**config.mk**
```make
export PLATFORM = sky130hd
export DESIGN_NAME = instr_issuer
export DESIGN_NICKNAME = d
export VERILOG_FILES = /design/src/rtl/instr_issuer.sv
export SDC_FILE = /design/constraint.sdc
export NUM_CORES = 1
export LEC_CHECK = 0
export ABC_CLOCK_PERIOD_IN_PS = 3250
export BUFFER_PORTS_ARGS = -buffer_cell sky130_fd_sc_hd__buf_2
export CORE_ASPECT_RATIO = 0.7
export CORE_MARGIN = 2
export CORE_UTILIZATION = 30
export DETAILED_ROUTE_END_ITERATION = 10
export GPL_ROUTABILITY_DRIVEN = 1
export PLACE_DENSITY_LB_ADDON = 0.15
export SYNTH_ARGS = -nofsm -noshare
export SYNTH_HDL_FRONTEND = slang
export SYNTH_SLANG_ARGS = --single-unit
```
**constraint.sdc**
```tcl
create_clock -name clk -period 3.25 [get_ports clk]
set_input_delay 0.975 -clock clk [delete_from_list [all_inputs] [get_ports clk]]
set_output_delay 0.975 -clock clk [all_outputs]
set_load 0.02 [all_outputs]
```
**src/rtl/instr_issuer.sv**
```systemverilog
// Instruction source for the datapath core: loadable program store, PC and a
// valid/done issue handshake. JMP/BRZ/HALT are resolved here; a watchdog guards done.
module instr_issuer #(
  parameter int IW      = 10,
  parameter int AW      = 4,
  parameter int TIMEOUT = 64
) (
  input  logic          clk,
  input  logic          rst,
  input  logic          start,
  input  logic          load_en,
  input  logic [AW-1:0] load_addr,
  input  logic [IW-1:0] load_data,
  input  logic          z_flag,
  input  logic          done,
  output logic [IW-1:0] instruction,
  output logic          instr_valid,
  output logic          busy,
  output logic          halted,
  output logic          timeout_err,
  output logic [AW-1:0] pc,
  output logic [15:0]   issued_cnt
);

  localparam int DEPTH = 2 ** AW;
  localparam int WW    = $clog2(TIMEOUT + 1);

  localparam logic [2:0] OP_HALT = 3'b101;
  localparam logic [2:0] OP_BRZ  = 3'b110;
  localparam logic [2:0] OP_JMP  = 3'b111;

  typedef enum logic [2:0] {
    S_IDLE,
    S_FETCH,
    S_DECODE,
    S_ISSUE,
    S_HALTED
  } state_t;

  state_t state_reg, state_next;

  logic [IW-1:0] mem [DEPTH];
  logic [IW-1:0] instr_q;

  logic [AW-1:0] pc_reg, pc_next;
  logic [IW-1:0] instr_reg, instr_next;
  logic          valid_reg, valid_next;
  logic          terr_reg, terr_next;
  logic [15:0]   cnt_reg, cnt_next;
  logic [WW-1:0] wdog_reg, wdog_next;

  logic          accept_cmd;
  logic [2:0]    opcode;
  logic [AW-1:0] target;

  assign accept_cmd = (state_reg == S_IDLE) || (state_reg == S_HALTED);
  assign opcode     = instr_q[IW-1:IW-3];
  assign target     = instr_q[AW-1:0];

  // Program store: writes only while stopped, so a running program is never disturbed.
  always_ff @(posedge clk) begin
    if (accept_cmd && load_en) begin
      mem[load_addr] <= load_data;
    end
    if (state_reg == S_FETCH) begin
      instr_q <= mem[pc_reg];
    end
  end

  always_ff @(posedge clk) begin
    if (rst) begin
      state_reg <= S_IDLE;
      pc_reg    <= '0;
      instr_reg <= '0;
      valid_reg <= 1'b0;
      terr_reg  <= 1'b0;
      cnt_reg   <= '0;
      wdog_reg  <= '0;
    end else begin
      state_reg <= state_next;
      pc_reg    <= pc_next;
      instr_reg <= instr_next;
      valid_reg <= valid_next;
      terr_reg  <= terr_next;
      cnt_reg   <= cnt_next;
      wdog_reg  <= wdog_next;
    end
  end

  always_comb begin
    state_next = state_reg;
    pc_next    = pc_reg;
    instr_next = instr_reg;
    valid_next = valid_reg;
    terr_next  = terr_reg;
    cnt_next   = cnt_reg;
    wdog_next  = wdog_reg;
    case (state_reg)
      S_IDLE, S_HALTED: begin
        if (start) begin
          pc_next    = '0;
          cnt_next   = '0;
          terr_next  = 1'b0;
          state_next = S_FETCH;
        end
      end
      S_FETCH: state_next = S_DECODE;
      S_DECODE: begin
        case (opcode)
          OP_HALT: state_next = S_HALTED;
          OP_JMP: begin
            pc_next    = target;
            state_next = S_FETCH;
          end
          OP_BRZ: begin
            pc_next    = z_flag ? target : pc_reg + AW'(1);
            state_next = S_FETCH;
          end
          default: begin
            instr_next = instr_q;
            valid_next = 1'b1;
            wdog_next  = '0;
            state_next = S_ISSUE;
          end
        endcase
      end
      S_ISSUE: begin
        // done wins over a watchdog expiring in the same cycle
        if (done) begin
          valid_next = 1'b0;
          pc_next    = pc_reg + AW'(1);
          if (cnt_reg != 16'hFFFF) begin
            cnt_next = cnt_reg + 16'd1;
          end
          state_next = S_FETCH;
        end else if (wdog_reg == WW'(TIMEOUT - 1)) begin
          terr_next  = 1'b1;
          valid_next = 1'b0;
          state_next = S_HALTED;
        end else begin
          wdog_next = wdog_reg + WW'(1);
        end
      end
      default: state_next = S_IDLE;
    endcase
  end

  assign instruction = instr_reg;
  assign instr_valid = valid_reg;
  assign busy        = (state_reg == S_FETCH) || (state_reg == S_DECODE) || (state_reg == S_ISSUE);
  assign halted      = (state_reg == S_HALTED);
  assign timeout_err = terr_reg;
  assign pc          = pc_reg;
  assign issued_cnt  = cnt_reg;

endmodule

```
======== Word-level counts from Yosys, hierarchy flattened ========
Memory sizes are Yosys's and may differ from the RTL's. A register that Yosys moved wholly into a read port is not among the register bits.
Cells that the tools add are included.
operators by class
  bitwise logic cells ..................... 1
  eq/ne operators ......................... 18
  order comparisons ....................... 0
  shift-type cells ........................ 0
  reduce and logical (&&, ||, !) cells .... 18
  add/sub/neg operators ................... 3
  multiply operators ...................... 0
  div/mod/pow operators ................... 0
  mux-type cells .......................... 28
operators by type and width
  kind                   number
  $mux 16                3
  $pmux 16 s2            1
  $mux 7                 3
  $add 16x1->16 const B  1
  $ne 16x16->1 const B   1
  $reduce_and 4->1       4
  $ne 2x2->1 const B     7
  $pmux 7 s2             1
  $eq 3x3->1 const B     4
  $mux 4                 3
  $pmux 3 s4             1
  $pmux 4 s3             1
  $mux 3                 3
  $mux 1                 8
  $pmux 4 s2             1
  $add 7x1->7 const B    1
  $eq 7x6->1 const B     1
  $eq 3x2->1 const B     2
  $pmux 3 s2             1
  $add 4x1->4 const B    1
  $pmux 1 s2             2
  $reduce_and 2->1       2
  $reduce_bool 2->1      2
  $reduce_or 2->1        2
  other kinds (10)       12
storage, ports and cells
  memory bits (read-only) ................. 0
  output and inout port bits .............. 34
  bits in latches ......................... 0
  bits in writable memories ............... 160
  memories ................................ 1
  bits in registers ....................... 42
  logic and storage cells ................. 76
  input bits .............................. 20
memory list
  name  words  bits a word  read ports  clocked after Yosys merged registers in  wr ports  line  RTL
  mem   16     10           1           1                                        1         42    logic [IW-1:0] mem [DEPTH];

======== Longest topological paths before layout ========
Gate-level depths: netlist of the first run.
  depth after elaboration ................. 5
  gate-level depth with buffers ........... 7
  depth with buffers taken out ............ 6

======== Worst setup path after synthesis of the first run ========
No wires, ideal clock.
  path kind ............................... input -> register
  start ................................... in load_addr[1]
  end ..................................... mem mem[0][0], enable pin
  library setup time ...................... 390 ps
  stages .................................. 2
  data arrival time ....................... 2139 ps
  data required time ...................... 2860 ps
  path buffers ............................ 0
  path slack .............................. 721 ps
  path through ............................ or3_1 -> nor3_1
RTL lines
  what             line  RTL
  start, declared  12    input logic [AW-1:0] load_addr,
  end, declared    42
Straight into the memory's write port.

======== Final worst setup path of the first run ========
  start ................................... reg state_reg[1]
  end ..................................... out halted
on the way
  longest elaborated chain between the ends .. 1
RTL lines
  what                    line  RTL
  start, declared         40    state_t state_reg, state_next;
  start signal, assigned  80    state_reg <= state_next;
  $eq 3x3->1              151   assign halted = (state_reg == S_HALTED);
  end, declared           19    output logic halted,
No other way between the ends.

==> results of run 1 <==
[cell type report]
cell class	instances	area, µm²
clock inverters	8	68.82
inverters	1	3.754
well taps	371	464.2
multi-input cells	307	2521
clock buffers	34	668.1
fillers	2659	17860
repair buffers	80	480.5
flip-flops and latches	212	5949
[worst reg2reg max path, cell delays in order (launching register included)]
cell	delay, ps
dfxtp_1	390
nor2_1	620
nand2_1	190
or3_1	420
nor2_1	380
buf_4	260
[final timing paths]
| path | from | end | slack [ps] | depth (start not counted) |
|---|---|---|---|---|
| hold / removal | instruction[0] | instruction[0] | 450 | 2 |
| setup / recovery | state_reg[1] | halted | 370 | 3 |
| setup reg to reg | state_reg[1] | mem[4][2] | 700 | 5 |
| hold reg to reg | instruction[0] | instruction[0] | 450 | 2 |
[cell usage in the layout, fill, tap and decap left out, types with 4 or more instances in the layout]
| master | instances |
|---|---|
| nand2_1 | 35 |
| o21ai_0 | 10 |
| clkbuf_8 | 5 |
| clkbuf_1 | 5 |
| buf_4 | 26 |
| nor3b_1 | 5 |
| nand4_1 | 7 |
| xnor2_1 | 6 |
| nor2_1 | 42 |
| mux2i_1 | 11 |
| mux4_2 | 40 |
| nor3_1 | 15 |
| dfxtp_1 | 39 |
| a21oi_1 | 36 |
| nand2b_1 | 7 |
| edfxtp_1 | 170 |
| nand3_1 | 8 |
| clkbuf_16 | 23 |
| nor2b_1 | 10 |
| and4_1 | 5 |
| buf_2 | 53 |
| a211oi_1 | 11 |
| and2_1 | 11 |
| a311oi_1 | 4 |
| or3_1 | 6 |
| xor2_1 | 5 |
[synthesized netlist by cell type, drive strengths merged (8+ instances only)]
master  instances  area (µm²)
edfxtp        170        5105
dfxtp          42       840.8
nor2           42       157.7
mux4           40       900.9
nand2          37       162.7
a21oi          36       180.2
nor3           15       75.07
clkbuf         14       53.80
buf            12       78.82
a211oi         11       82.58
and2           11       68.82
mux2i          11       110.1
nor2b          10       62.56
o21ai          10       50.05
nand3           8       40.04
[cell families (layout without fill, tap and decap cells)]
family | count (synthesis) | after routing | synth area share
AO/OA/AOI/OAI | 77 | 77 | 0.05788
XOR/XNOR | 11 | 11 | 0.01120
adder cells (fa/ha/maj) | 3 | 3 | 0.004363
buffers and inverters | 27 | 123 | 0.01585
flip-flops | 212 | 212 | 0.6911
multiplexers | 52 | 52 | 0.1188
AND/OR/NAND/NOR | 164 | 164 | 0.1008
[power by group through the flow]
| stage | clock network (mW) | logic [mW] | registers [mW] |
|---|---|---|---|
| after floorplan | 0 | 0.112 | 3.04 |
| after global placement | 0 | 0.201 | 3.04 |
| after detailed placement | 0 | 0.205 | 3.05 |
| after CTS | 2.60 | 0.205 | 2.99 |
| after global routing | 2.73 | 0.226 | 2.99 |
| final | 2.55 | 0.203 | 2.99 |
[metal layers]
layer,part of all wire,global-route usage
met1,0.50,0.2120
met3,0.053,0.03090
met2,0.43,0.2000
met4,0.018,0.03143
met5,0,0
==> run metrics, run 1 <==
run status finished, final reports clean; Post-Layout Inst Area 0.01016 mm²; core area roughly 0.028 mm²; Final Hold Fails 0; Clock Path Buffers 3; final setup margin around 370 ps; sequential-to-total area share from yosys stat 0.6911; peak supply drop ~0.00031 V; clock power share 0.444; drt pass-1 iters 4; Post-CTS Hold Fix Bufs 0; RSZ-0062 raised after global routing false; synthesis-stage register bit count around 210; initial drt markers approximately 280; Post-Synthesis Net Count 569; Worst-Skew Late Latency ~520 ps; share of cells above drive strength 1 0.2555; die area approximately 0.030 mm²; Final Skew around 17 ps; post-layout min period between 2000 and 3000 ps; Worst-Margin Slew 833.5 ps; RePlAce Congestion between 0.7 and 0.8; # Post-CTS Setup Buffers 0; vias per cell roughly 4.9; first-pass GRT wire length 31280 µm; Syn-to-layout area delta 18.05%; die height between 100 and 150 µm; FMAX approximately 350 MHz; crit share post-route 0.8854; IO Port Bufs between 50 and 60; WL final between 20000 and 25000 µm; max-cap check violation count 0; Nets around 650; clk slew on worst S/H paths 60 ps; Final TNS setup 0 ps; Sw Share 0.2099; kind of critical path flop to output pin; H-tree depth 1; combinational cell fraction of total power 0.035; syn avg cell area between 15 and 20 µm²; Leakage Power around 3.3 nW; Initial Util 0.3071; Synth Flop Type edfxtp_1; GRT Overall Usage 0.1388; post-synth cell types 56; Num CTS Buffers 23; CTS sink count between 200 and 250; largest reg by FF count mem; Routed wire per std cell 20.14 µm; pwr/cell area ~560 mW/mm²; Fin Hold WS ~450 ps; Crit path arrival time around 1900 ps; Antenna Nets Post-Route 0; crit path max fanout 11; pre-CTS setup slack about 640 ps; Critical Path Max Stage Delay just over 600 ps; site row count 51; clock root cell clkbuf_16; initial antenna violation count 0; largest delay contributor family on the critical path simple AND/OR/NAND/NOR gates; Final Max Tran Viols 0; Placed Cells between 900 and 1000; required time of the critical path 2270 ps; # setup viols final 0; Placement Cell Area approximately 0.0094 mm²; Chip Width approximately 210 µm; Post-synth EDFFs between 150 and 200; Remaining Overflow, GRT 0; number of antenna diodes 0; CP max stage cell nor2_1; Critical Path, Cell by Cell nor2_1, and2_1, buf_2; largest net degree at the start of global routing 34; worst path bufs/invs 1; Final Power between 5 and 6 mW; vias 4964; Finished Layout Cells roughly 1000; vias in the first global route a little over 5000; worst rel slew slack 0.4443; max reg flops 160; Net Sw Power approximately 1.2 mW; cell-internal power approximately 4.5 mW; num ports 54; Async SR Flop Fraction 0; Mapped Area approximately 0.0086 mm²; CP Launch Type flop; CTS tree done; Synth Instances ~550; Reg power frac 0.521; DP HPWL approximately 13000 µm; cts repair resizes 0; Syn. warnings 0; Core Util, Final 0.3625; DRC viols 0; crit end category output pin; Hold Path Class flop to flop
Note: power is estimated with default switching activity, not from simulation.
==> inputs of run 2 (changes only) <==
--- a/config.mk
+++ b/config.mk
@@ -5,12 +5,13 @@
 export SDC_FILE = /design/constraint.sdc
 export NUM_CORES = 1
 export LEC_CHECK = 0
+export ABC_AREA = 1
 export ABC_CLOCK_PERIOD_IN_PS = 3250
-export BUFFER_PORTS_ARGS = -buffer_cell sky130_fd_sc_hd__buf_2
 export CORE_ASPECT_RATIO = 0.7
 export CORE_MARGIN = 2
 export CORE_UTILIZATION = 30
 export DETAILED_ROUTE_END_ITERATION = 10
+export DONT_BUFFER_PORTS = 1
 export GPL_ROUTABILITY_DRIVEN = 1
 export PLACE_DENSITY_LB_ADDON = 0.15
 export SYNTH_ARGS = -nofsm -noshare
==> run metrics, run 2 <==
commonest non-fill, non-tap cell in the layout edfxtp_1; number of antenna diodes 0; die height around 150 µm; pwr/cell area between 600 and 700 mW/mm²; H-tree depth 1; RePlAce Congestion 0.7743; Core Util, Final 0.3481; Post-synth top cells edfxtp_1 (170), nand2_1 (149), nor2_1 (136); worst rel slew slack 0.4524; Final TNS setup 0 ps; CP Launch Type flop; # Post-CTS Setup Buffers 0; Sw Share 0.2928; fillers between 2000 and 3000; Final Max Tran Viols 0; post-layout min period approximately 2500 ps; Net Sw Power roughly 2 mW; Critical Path, Cell by Cell nor2_2, inv_2, nor2_1; crit end category output pin; Hold Crit Endpoint wdog_reg[6]; reg2reg start pc[1]; DRC viols 0; vias approximately 6000; post-synth cell types 41; Post-CTS Hold Fix Bufs 0; Worst-Margin Slew roughly 800 ps; DP HPWL approximately 17000 µm; Num CTS Buffers 23; Routed wire per std cell roughly 20 µm; drt pass-1 iters 5; peak supply drop 0.0003291 V; Critical Path Max Stage Delay between 300 and 400 ps; # setup viols final 0; Final Skew between 20 and 30 ps; site row count 52; Final Hold Fails 0; WL final roughly 26000 µm; CTS sink count 212; required time of the critical path 2270 ps; syn avg cell area ~11 µm²; Hold Path Class flop to flop; FMAX just under 400 MHz; Synth Flop Type edfxtp_1; run status finished, final reports clean; Chip Width about 210 µm; Worst Hold Launch wdog_reg[6]; Crit path arrival time between 1500 and 2000 ps; clock root cell clkbuf_16; clock power share 0.361; share of the synthesized area in the top cell type 0.5678; synth top area cells edfxtp_1 (57%), dfxtp_1 (9.4%), nand2_1 (6.2%), nor2_1 (5.7%), o21ai_0 (3.8%); Final Power 6.742 mW; Post-synth EDFFs 170; setup slack, reg-to-reg between 900 and 1000 ps; Syn-to-layout area delta 13.13%; Remaining Overflow, GRT 0; Worst path depth 3; clk slew on worst S/H paths 60 ps; num ports between 50 and 60; largest reg by FF count mem; crit path max fanout 6; vias in the first global route around 5700; Fin Hold WS around 470 ps; dominant cell type by area after synthesis edfxtp_1; Async SR Flop Fraction 0; kind of critical path flop to output pin; cell-internal power approximately 4.8 mW; Mapped Area roughly 0.0090 mm²; share of cells above drive strength 1 0.1091; CP max stage cell dfxtp_1; first-pass GRT wire length about 38000 µm; initial antenna violation count 0; worst path bufs/invs 1; Synth Instances 842; Reg power frac 0.469; Antenna Nets Post-Route 0; largest net degree at the start of global routing 34; CTS tree done; sequential-to-total area share from yosys stat 0.6614; max reg flops 160; die area roughly 0.031 mm²; initial drt markers between 500 and 600; synthesis-stage register bit count 212; core area ~0.029 mm²; Clock Path Buffers 3; Syn. warnings 0; vias per cell slightly below 5; combinational cell fraction of total power 0.170; IO Port Bufs 0; Initial Util 0.3077; commonest non-fill, non-tap cells in the layout edfxtp_1 (170), nand2_1 (149), nor2_1 (136); RSZ-0062 raised after global routing false; cells on worst reg2reg path 5; count leader, synth edfxtp_1; max-cap check violation count 0; Leakage Power 3.481 nW; Hold Path Stages 1; GRT Overall Usage 0.1634; R2R Path End instr_q[6]; Worst-Skew Late Latency roughly 520 ps; crit share post-route 0.7823; largest delay contributor family on the critical path simple AND/OR/NAND/NOR gates; Post-Synthesis Net Count about 870; Nets roughly 880; cts repair resizes 0
-- run 2: cell count changes after synthesis, sizes merged, moves of 12 or more --
cell	previous run	this run
nor2	42	143
nand2	37	156
o21ai	10	72
mux4	40	0
clkbuf	14	26
nor3	15	3
o221ai	0	22
a21oi	36	50
nand3	8	48
inv	1	50
-- run 2: kinds of logic after synthesis --
logic type,after synthesis,share of synthesized area
and+or+nand+nor,362,0.1709
DFF,212,0.6614
AOI/OAI and AO/OA,168,0.1136
buffers and inverters,88,0.04120
xor gates and xnor gates,9,0.008769
adders and majority gates,3,0.004176
-- run 2: cell type report --
cell class | count | area, µm² | share of cell area
sequential | 212 | 5947 | 0.5848
inverter | 51 | 192.7 | 0.01895
clock inverter | 7 | 62.56 | 0.006152
tap | 378 | 473.0 | 0.04651
clock buffer | 33 | 613.1 | 0.06029
timing repair buffer | 26 | 207.7 | 0.02042
multi-input combinational | 542 | 2674 | 0.2629
-- run 2: worst max path at each step --
stage,start,end,slack [ps]
2_1_floorplan,load_en,mem[10][0],1080
3_3_place_gp,load_en,mem[14][1],770
3_5_place_dp,load_en,mem[14][9],790
4_1_cts,state_reg[0],halted,680
5_1_grt,state_reg[0],halted,620
6_report,state_reg[0],halted,710
-- run 2: worst reg2reg max path, stage by stage (launching register included) --
cell and delay [ps]:
dfxtp_1 560, nand2_1 580, o221ai_1 530, nand2_1 100, nand3_1 150, o21ai_1 80
-- run 2: metal layers --
metal  vias up  part of all wire  wire length [µm]  GRT usage
met1      2935              0.54             13680     0.2687
met3        33             0.054              1377    0.03011
met4         0             0.018               470    0.03662
met2       134              0.39              9991     0.2160
li1       2979                 -                 -          -
met5         -                 0                 0          0
-- run 2: power by group through the flow --
stage               combinational (mW)  clock, mW  sequential, mW
global placement                  1.17          0            3.22
CTS                               1.16       2.50            3.16
global route                      1.27       2.60            3.17
detailed placement                1.16          0            3.22
finish                            1.15       2.44            3.16
floorplan                        0.786          0            3.19
-- run 2: stage by stage --
stage / std cells / setup WS [ps] / instance area, µm²
global route: 1249 / 616.8 / 10170
CTS: 1249 / 682.4 / 10170
global placement: 1209 / 772.8 / 9494
floorplan: 842 / 1075 / 8990
finish: 1249 / 707.5 / 10170
detailed placement: 1209 / 790.0 / 9494
